===== src/rtl/axi.sv =====
// Shared AXI4 encodings plus the write/read FSM state types used by the
// burst memory peripheral.
package axi;

  typedef enum logic [2:0] {
    BURST_FIXED = 3'b001,
    BURST_INCR  = 3'b010,
    BURST_WRAP  = 3'b100
  } burst_t;

  typedef enum logic [1:0] {
    RESP_OKAY   = 2'd0,
    RESP_EXOKAY = 2'd1,
    RESP_SLVERR = 2'd2,
    RESP_DECERR = 2'd3
  } resp_t;

  typedef enum logic [1:0] {
    W_IDLE,
    W_DATA,
    W_RESP
  } w_state_t;

  typedef enum logic {
    R_IDLE,
    R_DATA
  } r_state_t;

endpackage


===== src/rtl/axi4_burst_address_generator.sv =====
// Combinational next-beat address for FIXED/INCR/WRAP bursts; flags
// unsupported burst codes and WRAP lengths (those fall back to INCR).
module axi4_burst_address_generator
  import axi::*;
#(
  parameter int ADDRESS_WIDTH = 4,
  parameter int LEN_WIDTH     = 5
) (
  input  logic [ADDRESS_WIDTH-1:0] addr,
  input  logic [LEN_WIDTH-1:0]     len,
  input  logic [2:0]               burst,
  output logic [ADDRESS_WIDTH-1:0] next_addr,
  output logic                     illegal
);

  logic [ADDRESS_WIDTH-1:0] incr_addr;
  logic [ADDRESS_WIDTH-1:0] wrap_mask;
  logic [ADDRESS_WIDTH-1:0] wrap_addr;
  logic                     wrap_len_ok;

  // For legal WRAP lengths, len itself equals beats-1, i.e. the wrap mask.
  assign incr_addr   = addr + 1'b1;
  assign wrap_mask   = ADDRESS_WIDTH'(len);
  assign wrap_addr   = (addr & ~wrap_mask) | (incr_addr & wrap_mask);
  assign wrap_len_ok = (len == LEN_WIDTH'(1)) || (len == LEN_WIDTH'(3)) ||
                       (len == LEN_WIDTH'(7)) || (len == LEN_WIDTH'(15));

  always_comb begin
    next_addr = incr_addr;
    illegal   = 1'b0;
    case (burst)
      BURST_FIXED: next_addr = addr;
      BURST_INCR:  next_addr = incr_addr;
      BURST_WRAP: begin
        next_addr = wrap_len_ok ? wrap_addr : incr_addr;
        illegal   = ~wrap_len_ok;
      end
      default:     illegal = 1'b1;
    endcase
  end

endmodule


===== src/rtl/axi4_burst_memory_peripheral.sv =====
// AXI4 burst slave over a small byte-writable memory with independent
// write (AW/W/B) and read (AR/R) engines and a saturating error counter.
module axi4_burst_memory_peripheral
  import axi::*;
#(
  parameter int ADDRESS_WIDTH = 4,
  parameter int DATA_WIDTH    = 32,
  parameter int LEN_WIDTH     = 5
) (
  input  logic                      clock,
  input  logic                      reset_n,
  input  logic [ADDRESS_WIDTH-1:0]  awaddr,
  input  logic [LEN_WIDTH-1:0]      awlen,
  input  logic [2:0]                awburst,
  input  logic                      awvalid,
  output logic                      awready,
  input  logic [DATA_WIDTH-1:0]     wdata,
  input  logic [DATA_WIDTH/8-1:0]   wstrb,
  input  logic                      wlast,
  input  logic                      wvalid,
  output logic                      wready,
  output logic [1:0]                bresp,
  output logic                      bvalid,
  input  logic                      bready,
  input  logic [ADDRESS_WIDTH-1:0]  araddr,
  input  logic [LEN_WIDTH-1:0]      arlen,
  input  logic [2:0]                arburst,
  input  logic                      arvalid,
  output logic                      arready,
  output logic [DATA_WIDTH-1:0]     rdata,
  output logic [1:0]                rresp,
  output logic                      rlast,
  output logic                      rvalid,
  input  logic                      rready,
  output logic [7:0]                error_count
);

  localparam int STRB_WIDTH = DATA_WIDTH / 8;
  localparam int DEPTH      = 2 ** ADDRESS_WIDTH;

  // Assert asynchronously, release two clocks after reset_n rises.
  logic [1:0] rst_pipe;
  logic       rst_int;

  always_ff @(posedge clock or negedge reset_n) begin
    if (!reset_n) rst_pipe <= 2'b00;
    else          rst_pipe <= {rst_pipe[0], 1'b1};
  end
  assign rst_int = rst_pipe[1];

  logic [DATA_WIDTH-1:0] mem [DEPTH];

  w_state_t                 w_state, w_state_next;
  logic [ADDRESS_WIDTH-1:0] w_addr, w_addr_next;
  logic [LEN_WIDTH-1:0]     w_len, w_beat;
  logic [2:0]               w_burst;
  logic                     w_err, w_illegal, w_final, wlast_bad;
  logic                     aw_hs, w_hs, b_hs;

  assign aw_hs     = awvalid & awready;
  assign w_hs      = wvalid & wready;
  assign b_hs      = bvalid & bready;
  assign w_final   = (w_beat == w_len);
  assign wlast_bad = wlast ^ w_final;

  axi4_burst_address_generator #(
    .ADDRESS_WIDTH(ADDRESS_WIDTH),
    .LEN_WIDTH    (LEN_WIDTH)
  ) u_w_addr_gen (
    .addr     (w_addr),
    .len      (w_len),
    .burst    (w_burst),
    .next_addr(w_addr_next),
    .illegal  (w_illegal)
  );

  always_ff @(posedge clock or negedge rst_int) begin
    if (!rst_int) w_state <= W_IDLE;
    else          w_state <= w_state_next;
  end

  always_comb begin
    w_state_next = w_state;
    case (w_state)
      W_IDLE:  if (aw_hs)            w_state_next = W_DATA;
      W_DATA:  if (w_hs && w_final)  w_state_next = W_RESP;
      W_RESP:  if (b_hs)             w_state_next = W_IDLE;
      default:                       w_state_next = W_IDLE;
    endcase
  end

  always_comb begin
    awready = (w_state == W_IDLE);
    wready  = (w_state == W_DATA);
    bvalid  = (w_state == W_RESP);
    bresp   = (bvalid && w_err) ? RESP_SLVERR : RESP_OKAY;
  end

  // Errors accumulate over the burst and are counted once, on the last beat.
  always_ff @(posedge clock or negedge rst_int) begin
    if (!rst_int) begin
      w_addr      <= '0;
      w_len       <= '0;
      w_burst     <= BURST_INCR;
      w_beat      <= '0;
      w_err       <= 1'b0;
      error_count <= '0;
    end else if (aw_hs) begin
      w_addr  <= awaddr;
      w_len   <= awlen;
      w_burst <= awburst;
      w_beat  <= '0;
      w_err   <= 1'b0;
    end else if (w_hs) begin
      w_addr <= w_addr_next;
      w_beat <= w_beat + 1'b1;
      w_err  <= w_err | wlast_bad | w_illegal;
      if (w_final && (w_err | wlast_bad | w_illegal) && (error_count != 8'hFF))
        error_count <= error_count + 1'b1;
    end
  end

  always_ff @(posedge clock) begin
    if (w_hs) begin
      for (int b = 0; b < STRB_WIDTH; b++)
        if (wstrb[b]) mem[w_addr][b*8 +: 8] <= wdata[b*8 +: 8];
    end
  end

  r_state_t                 r_state, r_state_next;
  logic [ADDRESS_WIDTH-1:0] r_addr, r_addr_next;
  logic [LEN_WIDTH-1:0]     r_len, r_beat;
  logic [2:0]               r_burst;
  logic                     r_illegal, r_final, ar_hs, r_hs;

  assign ar_hs   = arvalid & arready;
  assign r_hs    = rvalid & rready;
  assign r_final = (r_beat == r_len);

  axi4_burst_address_generator #(
    .ADDRESS_WIDTH(ADDRESS_WIDTH),
    .LEN_WIDTH    (LEN_WIDTH)
  ) u_r_addr_gen (
    .addr     (r_addr),
    .len      (r_len),
    .burst    (r_burst),
    .next_addr(r_addr_next),
    .illegal  (r_illegal)
  );

  always_ff @(posedge clock or negedge rst_int) begin
    if (!rst_int) r_state <= R_IDLE;
    else          r_state <= r_state_next;
  end

  always_comb begin
    r_state_next = r_state;
    case (r_state)
      R_IDLE: if (ar_hs)            r_state_next = R_DATA;
      R_DATA: if (r_hs && r_final)  r_state_next = R_IDLE;
    endcase
  end

  always_comb begin
    arready = (r_state == R_IDLE);
    rvalid  = (r_state == R_DATA);
    rlast   = rvalid && r_final;
    rresp   = (rvalid && r_illegal) ? RESP_SLVERR : RESP_OKAY;
  end

  // rdata is loaded on the same edge as any write, so a colliding read sees old data.
  always_ff @(posedge clock or negedge rst_int) begin
    if (!rst_int) begin
      r_addr  <= '0;
      r_len   <= '0;
      r_burst <= BURST_INCR;
      r_beat  <= '0;
      rdata   <= '0;
    end else if (ar_hs) begin
      r_addr  <= araddr;
      r_len   <= arlen;
      r_burst <= arburst;
      r_beat  <= '0;
      rdata   <= mem[araddr];
    end else if (r_hs && !r_final) begin
      r_addr <= r_addr_next;
      r_beat <= r_beat + 1'b1;
      rdata  <= mem[r_addr_next];
    end
  end

endmodule


===== config.mk =====
export PLATFORM = sky130hd
export DESIGN_NAME = axi4_burst_memory_peripheral
export DESIGN_NICKNAME = d
export VERILOG_FILES = /design/src/rtl/axi.sv /design/src/rtl/axi4_burst_address_generator.sv /design/src/rtl/axi4_burst_memory_peripheral.sv
export SDC_FILE = /design/constraint.sdc
export NUM_CORES = 1
export LEC_CHECK = 0
export CORE_AREA = 2 2 239 241
export DETAILED_ROUTE_END_ITERATION = 16
export DIE_AREA = 0 0 241 243
export GPL_TIMING_DRIVEN = 0
export PLACE_DENSITY = 0.67
export REMOVE_ABC_BUFFERS = 1
export SLEW_MARGIN = 25
export SYNTH_ARGS = -nofsm -noshare
export SYNTH_HDL_FRONTEND = slang
export SYNTH_HIERARCHICAL = 1
export SYNTH_SLANG_ARGS = --single-unit

===== constraint.sdc =====
create_clock -name clock -period 2.7 [get_ports clock]
set_input_delay 0.54 -clock clock [delete_from_list [all_inputs] [get_ports clock]]
set_output_delay 0.54 -clock clock [all_outputs]
set_load 0.02 [all_outputs]

# Yosys cells after proc, flatten, opt, wreduce, memory -nomap -nowiden
# Memory sizes are Yosys's and may differ from the RTL's.
# Index checks and enable logic that the tools add are counted.
[op_classes]
n_addsub = 5
n_eq_ne = 23
muxes = 39
bitwise_logic = 20
n_reduce_logical = 23
[ops]
columns = ["cell", "n"]
rows = [
  ["$mux W32", 2],
  ["$mux W4", 6],
  ["$mux W5", 4],
  ["$and A4 B4 Y4", 4],
  ["$mux W1", 16],
  ["$pmux W4 S2", 2],
  ["$add A5 B1 Y5 const B", 2],
  ["$eq A5 B1 Y1 const B", 2],
  ["$eq A5 B2 Y1 const B", 2],
  ["$eq A5 B3 Y1 const B", 2],
  ["$eq A5 B4 Y1 const B", 2],
  ["$eq A5 B5 Y1", 2],
  ["$mux W2", 5],
  ["$add A4 B1 Y4 const B", 2],
  ["$add A8 B1 Y8 const B", 1],
  ["$logic_and A1 B1 Y1", 8],
  ["$ne A8 B8 Y1 const B", 1],
  ["$not A4 Y4", 2],
  ["$or A4 B4 Y4", 2],
  ["$eq A3 B1 Y1 const B", 2],
  ["$eq A3 B2 Y1 const B", 2],
  ["$eq A3 B3 Y1 const B", 2],
  ["$logic_or A1 B1 Y1", 6],
  ["$ne A2 B1 Y1 const B", 3],
  ["15 further kinds", 28],
]
[word_totals]
regBits = 80
ram_bits = 512
inputBits = 68
output_inout_bits = 50
memories = 1
[memory_table]
columns = ["memory", "words", "word_bits", "rd", "rd_ports_with_merged_regs", "write_ports", "line", "text"]
rows = [
  ["mem", 16, 32, 2, 0, 1, "axi4_burst_memory_peripheral.sv:51", "logic [DATA_WIDTH-1:0] mem [DEPTH];"],
]

# Longest topological paths before layout
# Gate-level depths: netlist of run 1.
[logic_depth]
depth_word = 10
depth_mapped = 12
depth_no_buf = 9

# By module
# The synthesis of run 1 kept the hierarchy.
[modules_own_cells]
columns = ["module", "n_inst", "cells_each", "area_per_inst_um2", "seq_area_each_um2"]
rows = [
  ["axi4_burst_memory_peripheral", 1, 1697, 27108.5, 17379.2],
  ["axi4_burst_address_generator", 2, 34, 259.0, 0.0],
]

# Worst setup path after synthesis of run 1
# OpenSTA, ideal clock, no wires.
[synth_path]
path_type = "flip-flop to flip-flop"
startpoint = "register r_burst[1]"
endpoint = "register rdata[11]"
setup_ns = 0.071
arrival_ns = 2.542
slack_ns = 0.087
path_stages_with_launch = 13
path_buffers = 4
synth_period_minus_slack_ns = 2.613
path_cell_list = "dfstp_2 > buf_6 > or4b_4 > o221ai_2 > xnor2_1 > and2_1 > clkbuf_1 > clkbuf_1 > clkbuf_1 > a22oi_1 > nand2_1 > nand2_1 > nand4_1"
[synth_via]
elab_chain_cells = 5
elab_cells_between_ends = 6
[synth_rtl]
columns = ["element", "line", "text"]
rows = [
  ["from (decl)", "axi4_burst_memory_peripheral.sv:133", "logic [2:0] r_burst;"],
  ["from (signal assigned)", "axi4_burst_memory_peripheral.sv:182", "r_burst <= arburst;"],
  ["$eq A3 B3 Y1 / $eq A3 B1 Y1 (equally long branches)", "axi4_burst_address_generator.sv:31", "case (burst)"],
  ["$pmux W4 S2 *", "axi4_burst_address_generator.sv:31", ""],
  ["via r_addr_next[2]", "axi4_burst_memory_peripheral.sv:131", "logic [ADDRESS_WIDTH-1:0] r_addr, r_addr_next;"],
  ["$mem_v2 Z16 W32 *", "n/a", ""],
  ["$mux W32 *", "axi4_burst_memory_peripheral.sv:185", "end else if (r_hs && !r_final) begin"],
  ["$mux W32 *", "axi4_burst_memory_peripheral.sv:179", "end else if (ar_hs) begin"],
  ["to (signal assigned)", "axi4_burst_memory_peripheral.sv:184", "rdata <= mem[araddr];"],
  ["to (signal assigned)", "axi4_burst_memory_peripheral.sv:188", "rdata <= mem[r_addr_next];"],
  ["to (decl)", "axi4_burst_memory_peripheral.sv:30", "output logic [DATA_WIDTH-1:0] rdata,"],
]
# Mark *: on every way through the listed nets, which the timed path passes. The rest lies on a longest branch. The select of a mux whose other input is x is not followed.
# A chain may end at the register's enable or synchronous reset.

# Worst setup path in the final report of run 1
[layout_path]
startpoint = "register r_burst[2]"
endpoint = "register rdata[26]"
# Same word-level chain as after synthesis.

==> key figures, run 1 <==
Run status
  • Status: complete, but fails checks
  • Failing checks: setup timing

Power
  • Leak Pwr: 11.8 nW
  • Internal: 0.0261 W
  • Sequential Power Share: 0.295
  • Clock power share: 0.215
  • PD cells: between 1000 and 1500 mW/mm2
  • Maximum VDD drop: 887 uV
  • Sw frac: 0.343
  • Net load switching power: 0.0136 W
  • Comb pwr share: 0.490

GRT
  • Grt ovf: 0
  • Antenna violations before repair: 3
  • Tot GR Track Use: 0.265
  • First-pass GRT wire length: ~110,000 um
  • Vias in the first global route: 17,900
  • Pin count of the biggest net entering global routing: 70

Timing
  • Setup tns final: -1120 ps
  • Worst-margin pin slew: 657 ps
  • Rel. slew slack: 0.562
  • RSZ-0062 raised after global routing: true
  • Final Hold Viols: 0
  • Fmax: 352 MHz
  • Fin. max-slew vios: 0
  • Post-layout min period: 2840 ps
  • Max Clock Skew: 20.7 ps
  • Final WS setup: -142 ps
  • # setup viols final: 12
  • Final worst-path cycle share: 1.05

Clock network
  • Clk Latency, worst-skew pair: 630 ps
  • CTS tree: built
  • Num Clock Sinks: 592
  • Clk root buf: clkbuf_16
  • Clock Tree Buf Depth: 3
  • CTS H-tree lvls: 2
  • Reg clk slew, reported paths: 60 ps
  • CTS Buf Count: 61

Critical path
  • CP delay by family, top: buffers and inverters
  • FF-to-FF End: rdata[26]
  • R2r setup slk: -140 ps
  • Worst reg2reg startpoint: r_burst[2]
  • Crit path top cell by count: buf_12
  • Slowest cell on the critical path: dfrtp_2
  • Worst Path Buf+Inv: 7
  • Delay of the slowest critical-path stage: 440 ps
  • Crit path cell chain: and4bb_2 -> buf_4 -> nand3_1 -> nand3b_1 -> buf_6 -> buf_12 -> buf_12 -> buf_12 -> buf_12 -> buf_8 -> mux4_2 -> a22oi_2 -> a21oi_1 -> a311o_1
  • Req. time, crit path: 3200 ps
  • Worst Setup Path Type: flip-flop to flip-flop
  • Type of origin of the critical path: flip-flop
  • Cell count of the worst reg-to-reg path: 14
  • Worst-path fanout max: 8
  • Worst Path Arrival: approximately 3300 ps
  • Endpoint class of the critical path: flip-flop

Routing
  • Antenna viol nets, final: 0
  • Drt wl/cell: 28.0 um
  • Initial DRC Count: 1,988
  • Final WL: roughly 77,000 um
  • Vias per cell: 6.40
  • Drt drc: 0
  • Via count: around 18,000
  • Initial DRT Pass Iterations: 5

Place
  • Placed insts: 2,571
  • Placer congestion estimate: 0.792
  • DP HPWL: 46,600 um
  • PortBufs: about 120

Layout
  • Final Net Count: 2,024
  • Final non-filler cell total: 2,758
  • Filler instances: 4,110
  • Share of layout cells above drive strength 1: 0.263
  • Most common cell after layout, fill and taps aside: edfxtp_1
  • Commonest cells after routing, fill and taps aside: 512 x edfxtp_1, 215 x mux2i_1, 158 x mux4_2, 131 x nand2_1, 121 x a22oi_1
  • Area growth syn-to-layout: 22.9%
  • # diodes: 0

Logic synthesis
  • Synth unique cells: 49
  • Largest family of logic cells by synthesized area: multiplexers
  • Synth top area cells: edfxtp_1 56%, mux4_2 13%, mux2i_1 7.8%
  • Seq/Total Area, Yosys: 0.629
  • Syn Area/Cell: 15.7 um2
  • Synth Instances: 1,765
  • Compound-Gate Fraction of Synth Area: 0.0626
  • Seq cells post-synth: 592
  • Syn. warnings: 6
  • Post-synth top area share: 0.557
  • XOR/XNOR share of the synthesized area: 0.00824
  • Synth Area in Adders: 0.00226
  • Ys flop type: edfxtp_1
  • Fraction of registers with async set/reset: 0.135
  • Largest area contributor in the netlist: edfxtp_1
  • Mux cell area share after synthesis: 0.207
  • Mapped cell area: roughly 0.028 mm2
  • Post-Synth Simple-Gate Area: 0.0670
  • Number of synthesized flops with an enable pin: approximately 510

Die
  • Top Ports: 118
  • CORE AREA: approximately 0.056 mm2
  • Die Y: approximately 240 um
  • Die Wd: 241 um
  • Initial core utilization: 0.494
  • FP Rows: 87
  • Total die area: 0.0586 mm2

Flow run
  • Max-Cap Viols: 0

Worst hold path
  • Worst hold path type: primary input to async pin
sequential cells by signal, indices dropped and copies added, names as in the netlist:
| name | count |
|---|---|
| rst_pipe | 2 |
| error_count | 8 |
| w_len | 5 |
| r_burst | 3 |
| w_burst | 3 |
| rvalid | 1 |
| w_state | 2 |
| r_addr | 4 |
| w_addr | 4 |
| w_err | 1 |
| r_len | 5 |
| rdata | 32 |
| mem | 512 |
| w_beat | 5 |
| r_beat | 5 |
metal layers:
metal / wire length, um / part of all wire / GRT usage
met1: 30500 / 0.39 / 0.363
met2: 37400 / 0.48 / 0.424
met3: 7220 / 0.093 / 0.0529
met4: 2200 / 0.028 / 0.0911
met5: 33 / 0.00043 / 0
cell families (layout without fill, tap and decap cells):
family,after synthesis,in the layout
DFF,592,592
buffers and inverters,134,368
and+or+nand+nor,391,393
other,2,3
adders and majority gates,5,5
AOI/OAI and AO/OA,241,241
xor gates and xnor gates,26,26
muxes,374,374
synth_stat cells, types with 3 or more instances:
cell type / instances
xnor2_1: 15
buf_4: 11
edfxtp_1: 512
ha_1: 5
nand4_1: 22
a22oi_1: 150
and4bb_2: 4
inv_1: 8
a21oi_1: 36
and3_1: 6
or3_1: 4
nand2b_1: 6
o211ai_1: 3
nor2_1: 84
nand3b_1: 4
o21ai_0: 17
nor3_1: 4
mux2i_1: 215
dfrtp_1: 78
and2b_1: 5
nand2_1: 136
a311o_1: 15
nor2b_1: 14
mux4_2: 158
a31oi_1: 6
a211oi_1: 3
buf_6: 7
xor2_1: 11
buf_1: 5
and2_1: 8
buf_2: 41
nand3_1: 87
clkbuf_1: 62
metrics by stage:
step | hold slack, ps | utilization | setup WS (ps) | instance area (um2) | power, W
final | 64.3 | 0.607 | -142 | 33900 | 0.0397
after global placement | 337 | 0.520 | -17470 | 29100 | 0.0195
after global routing | 36.8 | 0.607 | -186 | 33900 | 0.0413
after CTS | 32.1 | 0.599 | -175 | 33500 | 0.0384
after floorplan | 244 | - | -11160 | 27000 | 0.0174
after detailed placement | 258 | 0.542 | -1120 | 30300 | 0.0272
power groups by stage:
stage               Combinational (W)  Sequential, W  Clock, W
detailed placement             0.0154         0.0119         0
global placement              0.00761         0.0118         0
CTS                            0.0181         0.0117   0.00863
finish                         0.0194         0.0117   0.00854
global route                   0.0204         0.0118   0.00902
floorplan                     0.00550         0.0119         0
cell type report:
type | count | area [um2] | area share
Sequential cell | 592 | 17400 | 0.512
Inverter | 8 | 30.0 | 0.000885
Tap cell | 756 | 946 | 0.0279
Multi-Input combinational cell | 1042 | 10500 | 0.308
Timing Repair Buffer | 246 | 3090 | 0.0910
Clock inverter | 41 | 404 | 0.0119
Clock buffer | 73 | 1620 | 0.0478
worst max path at each step:
stage,from,end,slack (ps),cells after the start
CTS,w_state[0],mem[10][26],-180,4
floorplan,r_burst[1],rdata[0],-11160,6
global placement,r_burst[1],rdata[25],-17470,6
global route,r_burst[1],rdata[29],-190,13
finish,r_burst[2],rdata[26],-140,14
detailed placement,r_burst[1],rdata[26],-1120,13
repair_timing:
item	in CTS	in global routing
setup buffers	53	24
pin swaps	41	13
gates resized for setup	177	51
endpoints found under the hold margin	0	0
setup endpoints to repair	546	543
hold buffers	0	0
cloned	2	1
(Power assumes the default switching activity.)
==> run 2: changes to the inputs <==
--- a/config.mk
+++ b/config.mk
@@ -8,6 +8,7 @@
 export CORE_AREA = 2 2 239 241
 export DETAILED_ROUTE_END_ITERATION = 16
 export DIE_AREA = 0 0 241 243
+export GPL_ROUTABILITY_DRIVEN = 0
 export GPL_TIMING_DRIVEN = 0
 export PLACE_DENSITY = 0.67
 export REMOVE_ABC_BUFFERS = 1
==> results of run 2 <==
No change in the layout: final DEF, timing and power equal those of run 1.
==> run 3: changes to the inputs <==
--- a/config.mk
+++ b/config.mk
@@ -5,15 +5,14 @@
 export SDC_FILE = /design/constraint.sdc
 export NUM_CORES = 1
 export LEC_CHECK = 0
-export CORE_AREA = 2 2 239 241
+export CORE_AREA = 2 2 236 238
 export DETAILED_ROUTE_END_ITERATION = 16
-export DIE_AREA = 0 0 241 243
+export DIE_AREA = 0 0 238 240
 export GPL_ROUTABILITY_DRIVEN = 0
 export GPL_TIMING_DRIVEN = 0
-export PLACE_DENSITY = 0.67
+export PLACE_DENSITY = 0.68
 export REMOVE_ABC_BUFFERS = 1
 export SLEW_MARGIN = 25
 export SYNTH_ARGS = -nofsm -noshare
 export SYNTH_HDL_FRONTEND = slang
-export SYNTH_HIERARCHICAL = 1
 export SYNTH_SLANG_ARGS = --single-unit
==> run 3 against run 2 <==
Against the previous run:
- the flow still finishes with violations (setup timing)
- wire length fell by 5.0%
- via count fell by 10%
- register-to-register slack got worse by 100 ps
- fmax fell by 3.5%
- first-iteration DRC count fell by 12%
- total power fell by 4.5%
- core utilization rose by 0.50 points
- largest cell class unchanged
- highest routed layer unchanged
==> key figures, run 3 <==
Routing
  • Initial DRC Count: 1,749 (-12%)
  • Via count: 15,900 (-10%)
  • Antenna viol nets, final: 0 (unchanged)
  • Drt wl/cell: 30.5 um (+9.0%)
  • Drt drc: 0 (unchanged)
  • Final WL: 73,500 um (-5.0%)
  • Vias per cell: 6.60 (+3.2%)
  • Initial DRT Pass Iterations: 5 (unchanged)

Critical path
  • Type of origin of the critical path: flip-flop
  • Req. time, crit path: 3240 ps (+40 ps)
  • FF-to-FF End: rdata[30]
  • Worst Path Buf+Inv: 2 (-5)
  • Worst-path fanout max: 4 (-4)
  • Worst reg2reg startpoint: r_burst[0]
  • Cell count of the worst reg-to-reg path: 8 (-6)
  • Critical Path Source: r_burst[0]
  • Worst Setup Path Type: flip-flop to flip-flop
  • Crit path cell chain: or4b_4 -> buf_6 -> o41a_1 -> mux2_4 -> buf_4 -> mux4_2 -> or2_0 -> a31oi_1
  • CP delay by family, top: multiplexers
  • R2r setup slk: -240 ps (-100 ps)
  • Worst Path Arrival: 3480 ps (+140 ps)
  • Slowest cell on the critical path: or4b_4
  • Endpoint class of the critical path: flip-flop
  • Delay of the slowest critical-path stage: 580 ps (+140 ps)

Layout
  • Most common cell after layout, fill and taps aside: edfxtp_1
  • Final Net Count: 1,726 (-15%)
  • Final non-filler cell total: 2,405 (-13%)
  • Register Area: 0.0174 mm2 (about the same)
  • Largest register FFs: 512 (unchanged)
  • Commonest cells after routing, fill and taps aside: 512 x edfxtp_1, 276 x mux4_2, 109 x clkdlybuf4s50_1, 77 x dfrtp_1, 73 x nand2_1
  • Share of layout cells above drive strength 1: 0.375 (+0.111)
  • Regs by FF count: mem x512, rdata x32, error_count x8
  • Multi-input logic area: 0.0101 mm2 (-3.7%)
  • Largest register by flop count: mem
  • Post-route cell area: 0.0334 mm2 (-1.5%)
  • Filler instances: 3,742 (-9.0%)
  • Area growth syn-to-layout: 23.2%

Clock network
  • CTS tree: built
  • CTS Buf Count: 61 (unchanged)
  • Clock Tree Buf Depth: 3 (unchanged)
  • Reg clk slew, reported paths: 60 ps (about the same)
  • Clk root buf: clkbuf_16
  • Clk Latency, worst-skew pair: 630 ps (about the same)
  • CTS H-tree lvls: 2 (unchanged)
  • Num Clock Sinks: 592 (unchanged)

Logic synthesis
  • Number of synthesized flops with an enable pin: 512 (unchanged)
  • Syn Area/Cell: 18.5 um2 (+18%)
  • Commonest cells in the netlist: 512 x edfxtp_1, 276 x mux4_2, 90 x nor2_1
  • Synth Instances: 1,465 (-17%)
  • Seq cells post-synth: 592 (unchanged)
  • Synth unique cells: 62 (+27%)
  • Syn. warnings: 0 (-6)
  • Most common cell in the netlist: edfxtp_1
  • Post-synth top area share: 0.567 (+0.0102)
  • Synth top area cells: edfxtp_1 57%, mux4_2 23%, dfrtp_1 7.2%
  • Largest area contributor in the netlist: edfxtp_1
  • Mapped cell area: 0.0271 mm2 (-1.8%)
  • Fraction of registers with async set/reset: 0.135 (unchanged)
  • Ys flop type: edfxtp_1
  • Seq/Total Area, Yosys: 0.641 (+0.0115)

Die
  • FP Rows: 86 (-1.1%)
  • Die Wd: 238 um (-1.2%)
  • Die Y: 240 um (-1.2%)
  • CORE AREA: 0.0547 mm2 (-2.3%)
  • Top Ports: 118 (unchanged)
  • Total die area: 0.0571 mm2 (-2.5%)
  • Initial core utilization: 0.496 (+0.00258)

GRT
  • First-pass GRT wire length: 107,000 um (-5.2%)
  • Tot GR Track Use: 0.260 (-0.00513)
  • Antenna violations before repair: 3 (unchanged)
  • Pin count of the biggest net entering global routing: 77 (+10%)
  • Grt ovf: 0 (unchanged)
  • Vias in the first global route: 16,400 (-8.4%)

Worst hold path
  • Worst hold path type: primary input to async pin

Timing
  • Fin. max-slew vios: 0 (unchanged)
  • # setup viols final: 209 (+197)
  • Smallest hold slack: 83.9 ps (+19.6 ps)
  • Final worst-path cycle share: 1.09 (+0.0377)
  • Max Clock Skew: 25.9 ps (+5.22 ps)
  • Worst-margin pin slew: 954 ps (+297 ps)
  • RSZ-0062 raised after global routing: true
  • Final WS setup: -244 ps (-102 ps)
  • Fmax: 340 MHz (-3.5%)
  • Final Hold Viols: 0 (unchanged)
  • Rel. slew slack: 0.360 (-0.202)
  • Post-layout min period: 2940 ps (+102 ps)

Power
  • Leak Pwr: 10.9 nW (-7.2%)
  • PD cells: 1130 mW/mm2 (-3.1%)
  • Maximum VDD drop: 620 uV (-30%)

Run status
  • Status: complete, but fails checks
  • Failing checks: setup timing

Place
  • Pre-CTS setup slack: -728 ps (+396 ps)
  • Dpl cell area: 0.0296 mm2 (-2.3%)
  • PortBufs: 115 (unchanged)
  • DP HPWL: 42,800 um (-8.2%)
  • Placed insts: 2,225 (-13%)

Flow run
  • Max-Cap Viols: 0 (unchanged)
-- run 3: cell types whose count changed after synthesis, sizes merged, moves of 27 or more --
cell   previous run  this run
nand3            87        10
a22oi           150        66
a21oi            36         9
nand2           136        78
mux4            158       282
mux2i           215        14
-- run 3: power breakdown --
group / total [W] / switching [W] / leakage (nW) / internal (W)
Combinational: 0.0176 / 0.00833 / 4.36 / 0.00922
Clock: 0.00871 / 0.00355 / 1.02 / 0.00515
Sequential: 0.0116 / 0.000737 / 5.56 / 0.0109
-- run 3: cell families after synthesis --
| group | share of synthesized area |
|---|---|
| compound gates | 0.0432 |
| xor+xnor | 0.0104 |
| fa+ha+maj | 0.00369 |
| buf+inv | 0.0192 |
| flops | 0.641 |
| mux | 0.241 |
| other cells | 0.000277 |
| simple gates | 0.0416 |
-- run 3: metal layers --
| metal | GRT usage | share of wire | vias to the layer above |
|---|---|---|---|
| met5 | 0 | 0.00037 | - |
| met4 | 0.0903 | 0.035 | 4 |
| met3 | 0.0520 | 0.083 | 186 |
| met2 | 0.444 | 0.51 | 827 |
| met1 | 0.335 | 0.37 | 8331 |
| li1 | - | - | 6533 |
-- run 3: final cells by class --
type / instances / share of cell area
antenna: 1 / 0.0000748
sequential: 592 / 0.520
clock inverter: 31 / 0.0105
timing repair buffer: 223 / 0.0886
multi-input combinational: 760 / 0.302
clock buffer: 82 / 0.0517
tap: 704 / 0.0263
inverter: 12 / 0.00135
-- run 3: metrics by stage --
step / setup TNS [ps] / total power (W) / utilization
3_5_place_dp: -278650 / 0.0248 / 0.542
4_1_cts: -74530 / 0.0371 / 0.604
3_3_place_gp: -972110 / 0.0202 / 0.525
5_1_grt: -54000 / 0.0392 / 0.612
6_report: -18230 / 0.0379 / 0.612
2_1_floorplan: -359040 / 0.0179 / -
-- run 3: worst max path at each step --
| stage | cells after the start | slack (ps) | end |
|---|---|---|---|
| 2_1_floorplan | 5 | -11740 | rdata[30] |
| 3_3_place_gp | 5 | -17230 | rdata[31] |
| 3_5_place_dp | 9 | -730 | rdata[24] |
| 4_1_cts | 4 | -290 | mem[4][18] |
| 5_1_grt | 9 | -300 | rdata[18] |
| 6_report | 8 | -240 | rdata[30] |
-- run 3: what timing repair did --
| item | in CTS | in global routing |
|---|---|---|
| gates cloned | 11 | 2 |
| pin swaps | 62 | 20 |
| setup endpoints to repair | 411 | 548 |
| setup buffers | 46 | 10 |
| gates resized for setup | 122 | 76 |
| hold buffers | 0 | 0 |
